<file path="src/rtl/dram_read_engine_if.sv">
// Request/response and AXI4 read-channel bundle for dram_read_engine.
// master = the engine, slave = the pipeline plus DDR port it serves.
interface dram_read_engine_if #(
    parameter int DRAM_ADDR_WIDTH = 39,
    parameter int DRAM_DATA_WIDTH = 128
);
    logic [DRAM_ADDR_WIDTH-1:0] dram_read_addr;
    logic [7:0]                 dram_read_len;
    logic                       dram_read_en;
    logic [DRAM_DATA_WIDTH-1:0] dram_read_data;
    logic                       dram_read_data_valid;
    logic                       dram_read_busy;
    logic [2:0]                 dram_read_error;
    logic                       dram_read_error_clear;

    logic [DRAM_ADDR_WIDTH-1:0] m_axi_araddr;
    logic [7:0]                 m_axi_arlen;
    logic [2:0]                 m_axi_arsize;
    logic [1:0]                 m_axi_arburst;
    logic                       m_axi_arvalid;
    logic                       m_axi_arready;
    logic [DRAM_DATA_WIDTH-1:0] m_axi_rdata;
    logic [1:0]                 m_axi_rresp;
    logic                       m_axi_rlast;
    logic                       m_axi_rvalid;
    logic                       m_axi_rready;

    modport master (
        input  dram_read_addr, dram_read_len, dram_read_en, dram_read_error_clear,
        output dram_read_data, dram_read_data_valid, dram_read_busy, dram_read_error,
        output m_axi_araddr, m_axi_arlen, m_axi_arsize, m_axi_arburst, m_axi_arvalid,
        input  m_axi_arready,
        input  m_axi_rdata, m_axi_rresp, m_axi_rlast, m_axi_rvalid,
        output m_axi_rready
    );

    modport slave (
        output dram_read_addr, dram_read_len, dram_read_en, dram_read_error_clear,
        input  dram_read_data, dram_read_data_valid, dram_read_busy, dram_read_error,
        input  m_axi_araddr, m_axi_arlen, m_axi_arsize, m_axi_arburst, m_axi_arvalid,
        output m_axi_arready,
        output m_axi_rdata, m_axi_rresp, m_axi_rlast, m_axi_rvalid,
        input  m_axi_rready
    );
endinterface

</file>
<file path="src/rtl/dram_read_engine.sv">
// AXI4 read master for the image pipeline: one request becomes one or two INCR
// bursts (split at the 4 KB boundary), returned beats are streamed out one per clock.
//
// state | meaning
// IDLE  | waiting for dram_read_en
// ADDR  | AR presented, holding fields until arready
// DATA  | accepting R beats of the current burst
module dram_read_engine #(
    parameter int DRAM_ADDR_WIDTH = 39,
    parameter int DRAM_DATA_WIDTH = 128
) (
    input  logic               clk_pixel,
    input  logic               dram_reader_reset,
    dram_read_engine_if.master bus
);
    localparam int BEAT_BYTES = DRAM_DATA_WIDTH / 8;
    localparam int BEAT_SHIFT = $clog2(BEAT_BYTES);

    typedef enum logic [1:0] {IDLE, ADDR, DATA} state_t;

    state_t                     r_state;
    state_t                     w_state_nxt;
    logic [DRAM_ADDR_WIDTH-1:0] r_addr;
    logic [7:0]                 r_len;
    logic [8:0]                 r_remain;
    logic [7:0]                 r_beat_cnt;
    logic [DRAM_DATA_WIDTH-1:0] r_data;
    logic                       r_data_valid;
    logic [2:0]                 r_error;

    logic [DRAM_ADDR_WIDTH-1:0] w_addr_al;
    logic [8:0]                 w_total;
    logic [12:0]                w_room_bytes;
    logic [12:0]                w_room;
    logic [8:0]                 w_burst;
    logic [8:0]                 w_remain;
    logic                       w_ar_hs;
    logic                       w_r_hs;
    logic                       w_beat_last;
    logic [2:0]                 w_err_set;
    logic [BEAT_SHIFT-1:0]      w_unused_addr_lsb;

    assign w_unused_addr_lsb = bus.dram_read_addr[BEAT_SHIFT-1:0];
    assign w_addr_al    = {bus.dram_read_addr[DRAM_ADDR_WIDTH-1:BEAT_SHIFT], {BEAT_SHIFT{1'b0}}};
    assign w_total      = {1'b0, bus.dram_read_len} + 9'd1;
    assign w_room_bytes = 13'h1000 - {1'b0, w_addr_al[11:0]};
    assign w_room       = w_room_bytes >> BEAT_SHIFT;
    // room only truncates when it is smaller than total, so it always fits 9 bits
    assign w_burst      = ({4'b0, w_total} <= w_room) ? w_total : w_room[8:0];
    assign w_remain     = w_total - w_burst;

    assign w_ar_hs     = (r_state == ADDR) && bus.m_axi_arready;
    assign w_r_hs      = (r_state == DATA) && bus.m_axi_rvalid;
    assign w_beat_last = (r_beat_cnt == 8'd0);

    assign w_err_set[0] = w_r_hs && (bus.m_axi_rresp != 2'b00);
    assign w_err_set[1] = w_r_hs && (bus.m_axi_rlast != w_beat_last);
    assign w_err_set[2] = bus.dram_read_en && (r_state != IDLE);

    always_ff @(posedge clk_pixel or posedge dram_reader_reset) begin
        if (dram_reader_reset) r_state <= IDLE;
        else                   r_state <= w_state_nxt;
    end

    always_comb begin
        w_state_nxt = r_state;
        case (r_state)
            IDLE:    if (bus.dram_read_en) w_state_nxt = ADDR;
            ADDR:    if (bus.m_axi_arready) w_state_nxt = DATA;
            DATA:    if (w_r_hs && w_beat_last) w_state_nxt = (r_remain != 9'd0) ? ADDR : IDLE;
            default: w_state_nxt = IDLE;
        endcase
    end

    always_ff @(posedge clk_pixel or posedge dram_reader_reset) begin
        if (dram_reader_reset) begin
            r_addr       <= '0;
            r_len        <= '0;
            r_remain     <= '0;
            r_beat_cnt   <= '0;
            r_data       <= '0;
            r_data_valid <= 1'b0;
            r_error      <= '0;
        end else begin
            r_data_valid <= w_r_hs;
            if (w_r_hs) r_data <= bus.m_axi_rdata;
            // a fresh error event survives a coincident clear
            r_error <= (bus.dram_read_error_clear ? 3'b000 : r_error) | w_err_set;
            case (r_state)
                IDLE: if (bus.dram_read_en) begin
                    r_addr   <= w_addr_al;
                    r_len    <= 8'(w_burst - 9'd1);
                    r_remain <= w_remain;
                end
                ADDR: if (w_ar_hs) r_beat_cnt <= r_len;
                DATA: if (w_r_hs) begin
                    if (w_beat_last) begin
                        if (r_remain != 9'd0) begin
                            r_addr   <= r_addr + (DRAM_ADDR_WIDTH'({1'b0, r_len} + 9'd1) << BEAT_SHIFT);
                            r_len    <= 8'(r_remain - 9'd1);
                            r_remain <= 9'd0;
                        end
                    end else begin
                        r_beat_cnt <= r_beat_cnt - 8'd1;
                    end
                end
                default: ;
            endcase
        end
    end

    assign bus.m_axi_araddr  = r_addr;
    assign bus.m_axi_arlen   = r_len;
    assign bus.m_axi_arsize  = 3'(BEAT_SHIFT);
    assign bus.m_axi_arburst = 2'b01;
    assign bus.m_axi_arvalid = (r_state == ADDR);
    assign bus.m_axi_rready  = (r_state == DATA);

    assign bus.dram_read_data       = r_data;
    assign bus.dram_read_data_valid = r_data_valid;
    assign bus.dram_read_busy       = (r_state != IDLE);
    assign bus.dram_read_error      = r_error;
endmodule

</file>
<file path="src/flat_wrapper.sv">
// flat-port wrapper written by rule: the top's interface ports become plain ports
module dram_read_engine_flat 
#(
    parameter int DRAM_ADDR_WIDTH = 39,
    parameter int DRAM_DATA_WIDTH = 128
)
  (clk_pixel, dram_reader_reset, bus_dram_read_addr, bus_dram_read_len, bus_dram_read_en, bus_dram_read_error_clear, bus_dram_read_data, bus_dram_read_data_valid, bus_dram_read_busy, bus_dram_read_error, bus_m_axi_araddr, bus_m_axi_arlen, bus_m_axi_arsize, bus_m_axi_arburst, bus_m_axi_arvalid, bus_m_axi_arready, bus_m_axi_rdata, bus_m_axi_rresp, bus_m_axi_rlast, bus_m_axi_rvalid, bus_m_axi_rready);
  dram_read_engine_if #(.DRAM_ADDR_WIDTH(DRAM_ADDR_WIDTH), .DRAM_DATA_WIDTH(DRAM_DATA_WIDTH)) bus_i ();
  input  logic clk_pixel;
  input  logic dram_reader_reset;
  input wire logic [$bits(bus_i.dram_read_addr)-1:0] bus_dram_read_addr;
  input wire logic [$bits(bus_i.dram_read_len)-1:0] bus_dram_read_len;
  input wire logic [$bits(bus_i.dram_read_en)-1:0] bus_dram_read_en;
  input wire logic [$bits(bus_i.dram_read_error_clear)-1:0] bus_dram_read_error_clear;
  output wire logic [$bits(bus_i.dram_read_data)-1:0] bus_dram_read_data;
  output wire logic [$bits(bus_i.dram_read_data_valid)-1:0] bus_dram_read_data_valid;
  output wire logic [$bits(bus_i.dram_read_busy)-1:0] bus_dram_read_busy;
  output wire logic [$bits(bus_i.dram_read_error)-1:0] bus_dram_read_error;
  output wire logic [$bits(bus_i.m_axi_araddr)-1:0] bus_m_axi_araddr;
  output wire logic [$bits(bus_i.m_axi_arlen)-1:0] bus_m_axi_arlen;
  output wire logic [$bits(bus_i.m_axi_arsize)-1:0] bus_m_axi_arsize;
  output wire logic [$bits(bus_i.m_axi_arburst)-1:0] bus_m_axi_arburst;
  output wire logic [$bits(bus_i.m_axi_arvalid)-1:0] bus_m_axi_arvalid;
  input wire logic [$bits(bus_i.m_axi_arready)-1:0] bus_m_axi_arready;
  input wire logic [$bits(bus_i.m_axi_rdata)-1:0] bus_m_axi_rdata;
  input wire logic [$bits(bus_i.m_axi_rresp)-1:0] bus_m_axi_rresp;
  input wire logic [$bits(bus_i.m_axi_rlast)-1:0] bus_m_axi_rlast;
  input wire logic [$bits(bus_i.m_axi_rvalid)-1:0] bus_m_axi_rvalid;
  output wire logic [$bits(bus_i.m_axi_rready)-1:0] bus_m_axi_rready;
  assign bus_i.dram_read_addr = bus_dram_read_addr;
  assign bus_i.dram_read_len = bus_dram_read_len;
  assign bus_i.dram_read_en = bus_dram_read_en;
  assign bus_i.dram_read_error_clear = bus_dram_read_error_clear;
  assign bus_dram_read_data = bus_i.dram_read_data;
  assign bus_dram_read_data_valid = bus_i.dram_read_data_valid;
  assign bus_dram_read_busy = bus_i.dram_read_busy;
  assign bus_dram_read_error = bus_i.dram_read_error;
  assign bus_m_axi_araddr = bus_i.m_axi_araddr;
  assign bus_m_axi_arlen = bus_i.m_axi_arlen;
  assign bus_m_axi_arsize = bus_i.m_axi_arsize;
  assign bus_m_axi_arburst = bus_i.m_axi_arburst;
  assign bus_m_axi_arvalid = bus_i.m_axi_arvalid;
  assign bus_i.m_axi_arready = bus_m_axi_arready;
  assign bus_i.m_axi_rdata = bus_m_axi_rdata;
  assign bus_i.m_axi_rresp = bus_m_axi_rresp;
  assign bus_i.m_axi_rlast = bus_m_axi_rlast;
  assign bus_i.m_axi_rvalid = bus_m_axi_rvalid;
  assign bus_m_axi_rready = bus_i.m_axi_rready;
  dram_read_engine #(.DRAM_ADDR_WIDTH(DRAM_ADDR_WIDTH), .DRAM_DATA_WIDTH(DRAM_DATA_WIDTH)) u_core (.clk_pixel(clk_pixel), .dram_reader_reset(dram_reader_reset), .bus(bus_i));
endmodule
</file>
<file path="config.mk">
export PLATFORM = sky130hd
export DESIGN_NAME = dram_read_engine_flat
export DESIGN_NICKNAME = d
export VERILOG_FILES = /design/src/rtl/dram_read_engine_if.sv /design/src/rtl/dram_read_engine.sv /design/src/flat_wrapper.sv
export SDC_FILE = /design/constraint.sdc
export NUM_CORES = 1
export LEC_CHECK = 0
export ABC_AREA = 1
export BUFFER_PORTS_ARGS = -buffer_cell sky130_fd_sc_hd__buf_2
export CORE_AREA = 2 2 144 146
export CTS_BUF_LIST = sky130_fd_sc_hd__clkbuf_4 sky130_fd_sc_hd__clkbuf_8
export CTS_CLUSTER_SIZE = 10
export DETAILED_ROUTE_END_ITERATION = 7
export DIE_AREA = 0 0 146 148
export PLACE_DENSITY = 0.92
export RECOVER_POWER = 25
export SYNTH_ARGS = -nofsm -noshare
export SYNTH_HDL_FRONTEND = slang
export SYNTH_SLANG_ARGS = --single-unit
</file>
<file path="constraint.sdc">
create_clock -name clk_pixel -period 8.8 [get_ports clk_pixel]
set_clock_uncertainty 0.15 [all_clocks]
set_input_delay 0.88 -clock clk_pixel [delete_from_list [all_inputs] [get_ports clk_pixel]]
set_output_delay 0.88 -clock clk_pixel [all_outputs]
set_load 0.005 [all_outputs]
</file>
==> summary.md <==
| Metric | Value |
|---|---|
| Worst Path Class, Setup | `in -> async` |
| Failing checks | `capacitance limit, slew limit` |
| Cell accounting for the most synthesized area | `dfrtp_1` |
| Total GRT Usage | `0.278` |
| Combinational fraction of design power | `0.472` |
| Final period utilization | `0.571` |
| Htree depth | `4` |
| Status | `finished, violations left` |
| Num rows | `52` |
| Routed WL per cell | `15.3 µm` |
| Hold Worst Slack | `327 ps` |
| CTS tree | `yes` |
| CTS root buffer | `clkbuf_8` |
| Port bufs | `357` |
| Layout cells sized above 1 | `0.255` |
| Pleak | `6.99 nW` |
| Sequential Power Share | `0.392` |
| Sequential-to-total area share from yosys stat | `0.469` |
| Slowest CP cell | `clkinvlp_2` |
| Cts repair resizes | `0` |
| Met2 routed WL | `14.9 mm` |
| Post-CTS setup buffer count | `0` |
| Initial core utilization | `0.517` |
| Crit. End Element | `asynchronous set/reset pin` |
| Met3 WL | `2.77 mm` |
| Vias per cell | `5.18` |
| Worst EP required | `9150 ps` |
| Top FF cell, synth | `dfrtp_1` |
| Cts hold-fix bufs | `0` |
| CP max FO | `129` |
| Worst path max stage delay | `3200 ps` |
| Final Instance Area | `0.0127 mm²` |
| Ys Warns | `0` |
| Area delta synth->final | `22.4%` |
| Non-Filler Instances | `1,971` |
| CTS buffer count | `17` |
| Clock tree sinks | `194` |
| Met1 WL | `11.8 mm` |
| Clk pwr share | `0.136` |
| Post-synth ARST share | `1.00` |
| Largest net degree at the start of global routing | `130` |
| Buffer depth of the longest clock path | `2` |
| Slew Limit Fails | `130` |
| # IOs | `371` |
| Die W | `146 µm` |
| Vias post-DR | `10,200` |
| PD cells | `333 mW/mm²` |
| Rel. slew slack | `-2.90` |
| Fillers | `1,754` |
| Die ar. | `0.0216 mm²` |
| Hold crit path type | `reg -> reg` |
| EDFF count, synth | `0` |
| Fmax | `199 MHz` |
| Net switching power | `1.91 mW` |
| Yosys reg bits | `194` |
| Util after Layout | `0.632` |
| Hpwl dp | `22.3 mm` |
| Max-Cap Viols | `1` |
| Clk_lat worst skew | `470 ps` |
| Vias in the first global route | `9,891` |
| Final nets | `1,898` |
| Post-synth top area share | `0.469` |
| RD Place Congestion | `0.892` |
| Power, Total | `4.22 mW` |
| Core box area | `0.0200 mm²` |
| Top layer in use | `met5` |
| Worst slack, placed | `3450 ps` |
| Worst-path cell chain | `clkbuf_1 > clkinvlp_2 > buf_4` |
| DRC viols | `0` |
| First-pass GRT wire length | `48.5 mm` |
| Yosys cell types | `49` |
| VDD IR-drop max | `0.000149 V` |
| Pint | `2.31 mW` |
| Final worst slack | `3780 ps` |
| Final setup violation count | `0` |
| Worst slew pin tran | `5820 ps` |
| Clock Pin Slew Worst Setup and Hold Paths | `100 ps` |
| Area after DPL | `0.0123 mm²` |
| Initial antenna violation count | `6` |
| Post-synthesis cell area | `0.0104 mm²` |
| Die height | `148 µm` |
| Starting DRT DRC Count | `679` |
| Router iterations before antenna repair | `5` |
| Final wirelength | `30.2 mm` |
| Sw Share | `0.452` |
| Tmin final | `5020 ps` |
| Syn_area_per_cell | `7.63 µm²` |
| Dpl cells | `1,934` |
| Startpoint Class | `primary input` |
| Post-synthesis cell count | `1,356` |
| Unrepaired setup endpoints after global routing | `false` |
| Post-route ant nets | `0` |
| Setup tns final | `0 ps` |
| Crit path arrival time | `5370 ps` |
| Area contributors post-synth | `dfrtp_1 47%, nand2_1 20%, inv_1 3.7%` |
| Global route overflow | `0` |
| Final number of hold-violating endpoints | `0` |
==> synthesized netlist by cell type, types with 2 or more instances <==
master	instances
o22ai_1	9
nand3_2	5
fa_1	2
xnor2_1	13
buf_2	8
nor3_1	8
nand4_1	18
ha_1	29
nor2_2	8
dfrtp_1	194
inv_2	3
or2_0	2
nand2_1	561
o211ai_1	14
o21bai_1	5
nor2_4	4
o31ai_1	2
o21ai_1	8
a31oi_1	6
clkbuf_1	42
buf_4	11
a21oi_1	30
inv_1	102
o21ai_0	61
nor3b_1	2
conb_1	2
nor4_1	4
o221ai_1	3
nor2_1	78
nand3b_1	2
nand2_2	13
or2_2	4
or3_1	2
and2_1	5
xor2_1	18
nand3_1	65
==> area by class of cell <==
cell class | instances | area [µm²] | area share
Tap cell | 270 | 338 | 0.0267
Sequential cell | 194 | 4850 | 0.383
Antenna cell | 6 | 15.0 | 0.00119
Multi-Input combinational cell | 1002 | 4860 | 0.383
Clock buffer | 18 | 241 | 0.0191
Clock inverter | 13 | 143 | 0.0113
Inverter | 105 | 398 | 0.0314
Timing Repair Buffer | 363 | 1820 | 0.144
==> state kept, by name, indices dropped and copies added (netlist names) <==
signal and count:
u_core.r_state 2, u_core.r_beat_cnt 8, u_core.bus.m_axi_arlen 8, u_core.bus.m_axi_araddr 35
u_core.r_remain 9, u_core.bus.dram_read_data 128, u_core.bus.dram_read_error 3, u_core.bus.dram_read_data_valid 1
==> power by group through the flow <==
stage	Sequential, mW	Combinational [mW]	Clock [mW]
floorplan	1.63	1.21	0
global placement	1.63	1.92	0
detailed placement	1.65	1.99	0
CTS	1.64	2.00	0.586
global route	1.70	2.27	0.623
finish	1.66	1.99	0.575
==> final timing paths <==
kind	startpoint	to	slack (ps)	cells after the start
worst max register to register	u_core.bus.m_axi_arlen[1]	u_core.bus.m_axi_araddr[31]	4820	21
worst max-delay path	dram_reader_reset	u_core.bus.dram_read_data[124]	3780	3
worst min-delay path	u_core.bus.dram_read_data[40]	u_core.bus.dram_read_data[40]	330	2
max in group clk_pixel	bus_dram_read_addr[4]	u_core.r_remain[8]	3840	25
min in group asynchronous	dram_reader_reset	u_core.bus.dram_read_data[115]	2030	2
worst min register to register	u_core.bus.dram_read_data[40]	u_core.bus.dram_read_data[40]	330	2
==> cells by family after synthesis <==
family	after synthesis	synth area share
compound gates	143	0.0786
xor+xnor	31	0.0262
fa+ha+maj	31	0.0389
buf+inv	167	0.0662
flops	194	0.469
mux	2	0.00205
other cells	2	0.000726
simple gates	786	0.318
==> per-layer routing <==
layer / up-vias / global-route usage
li1: 4953 / -
met1: 4765 / 0.346
met2: 439 / 0.472
met3: 55 / 0.0775
met4: 2 / 0.0947
met5: - / 0
==> critical path, delay by kind of cell <==
kind | cells | cell delay (ps)
buffers and inverters | 3 | 4310
==> layout by cell type (no fill, tap or decap), types with 29 or more instances in the layout <==
cell,instances
a21oi_1,30
buf_2,350
dfrtp_1,194
ha_1,29
inv_1,100
nand2_1,561
nand3_1,65
nor2_1,76
o21ai_0,61
No activity file was read; power rests on OpenSTA's default activity.
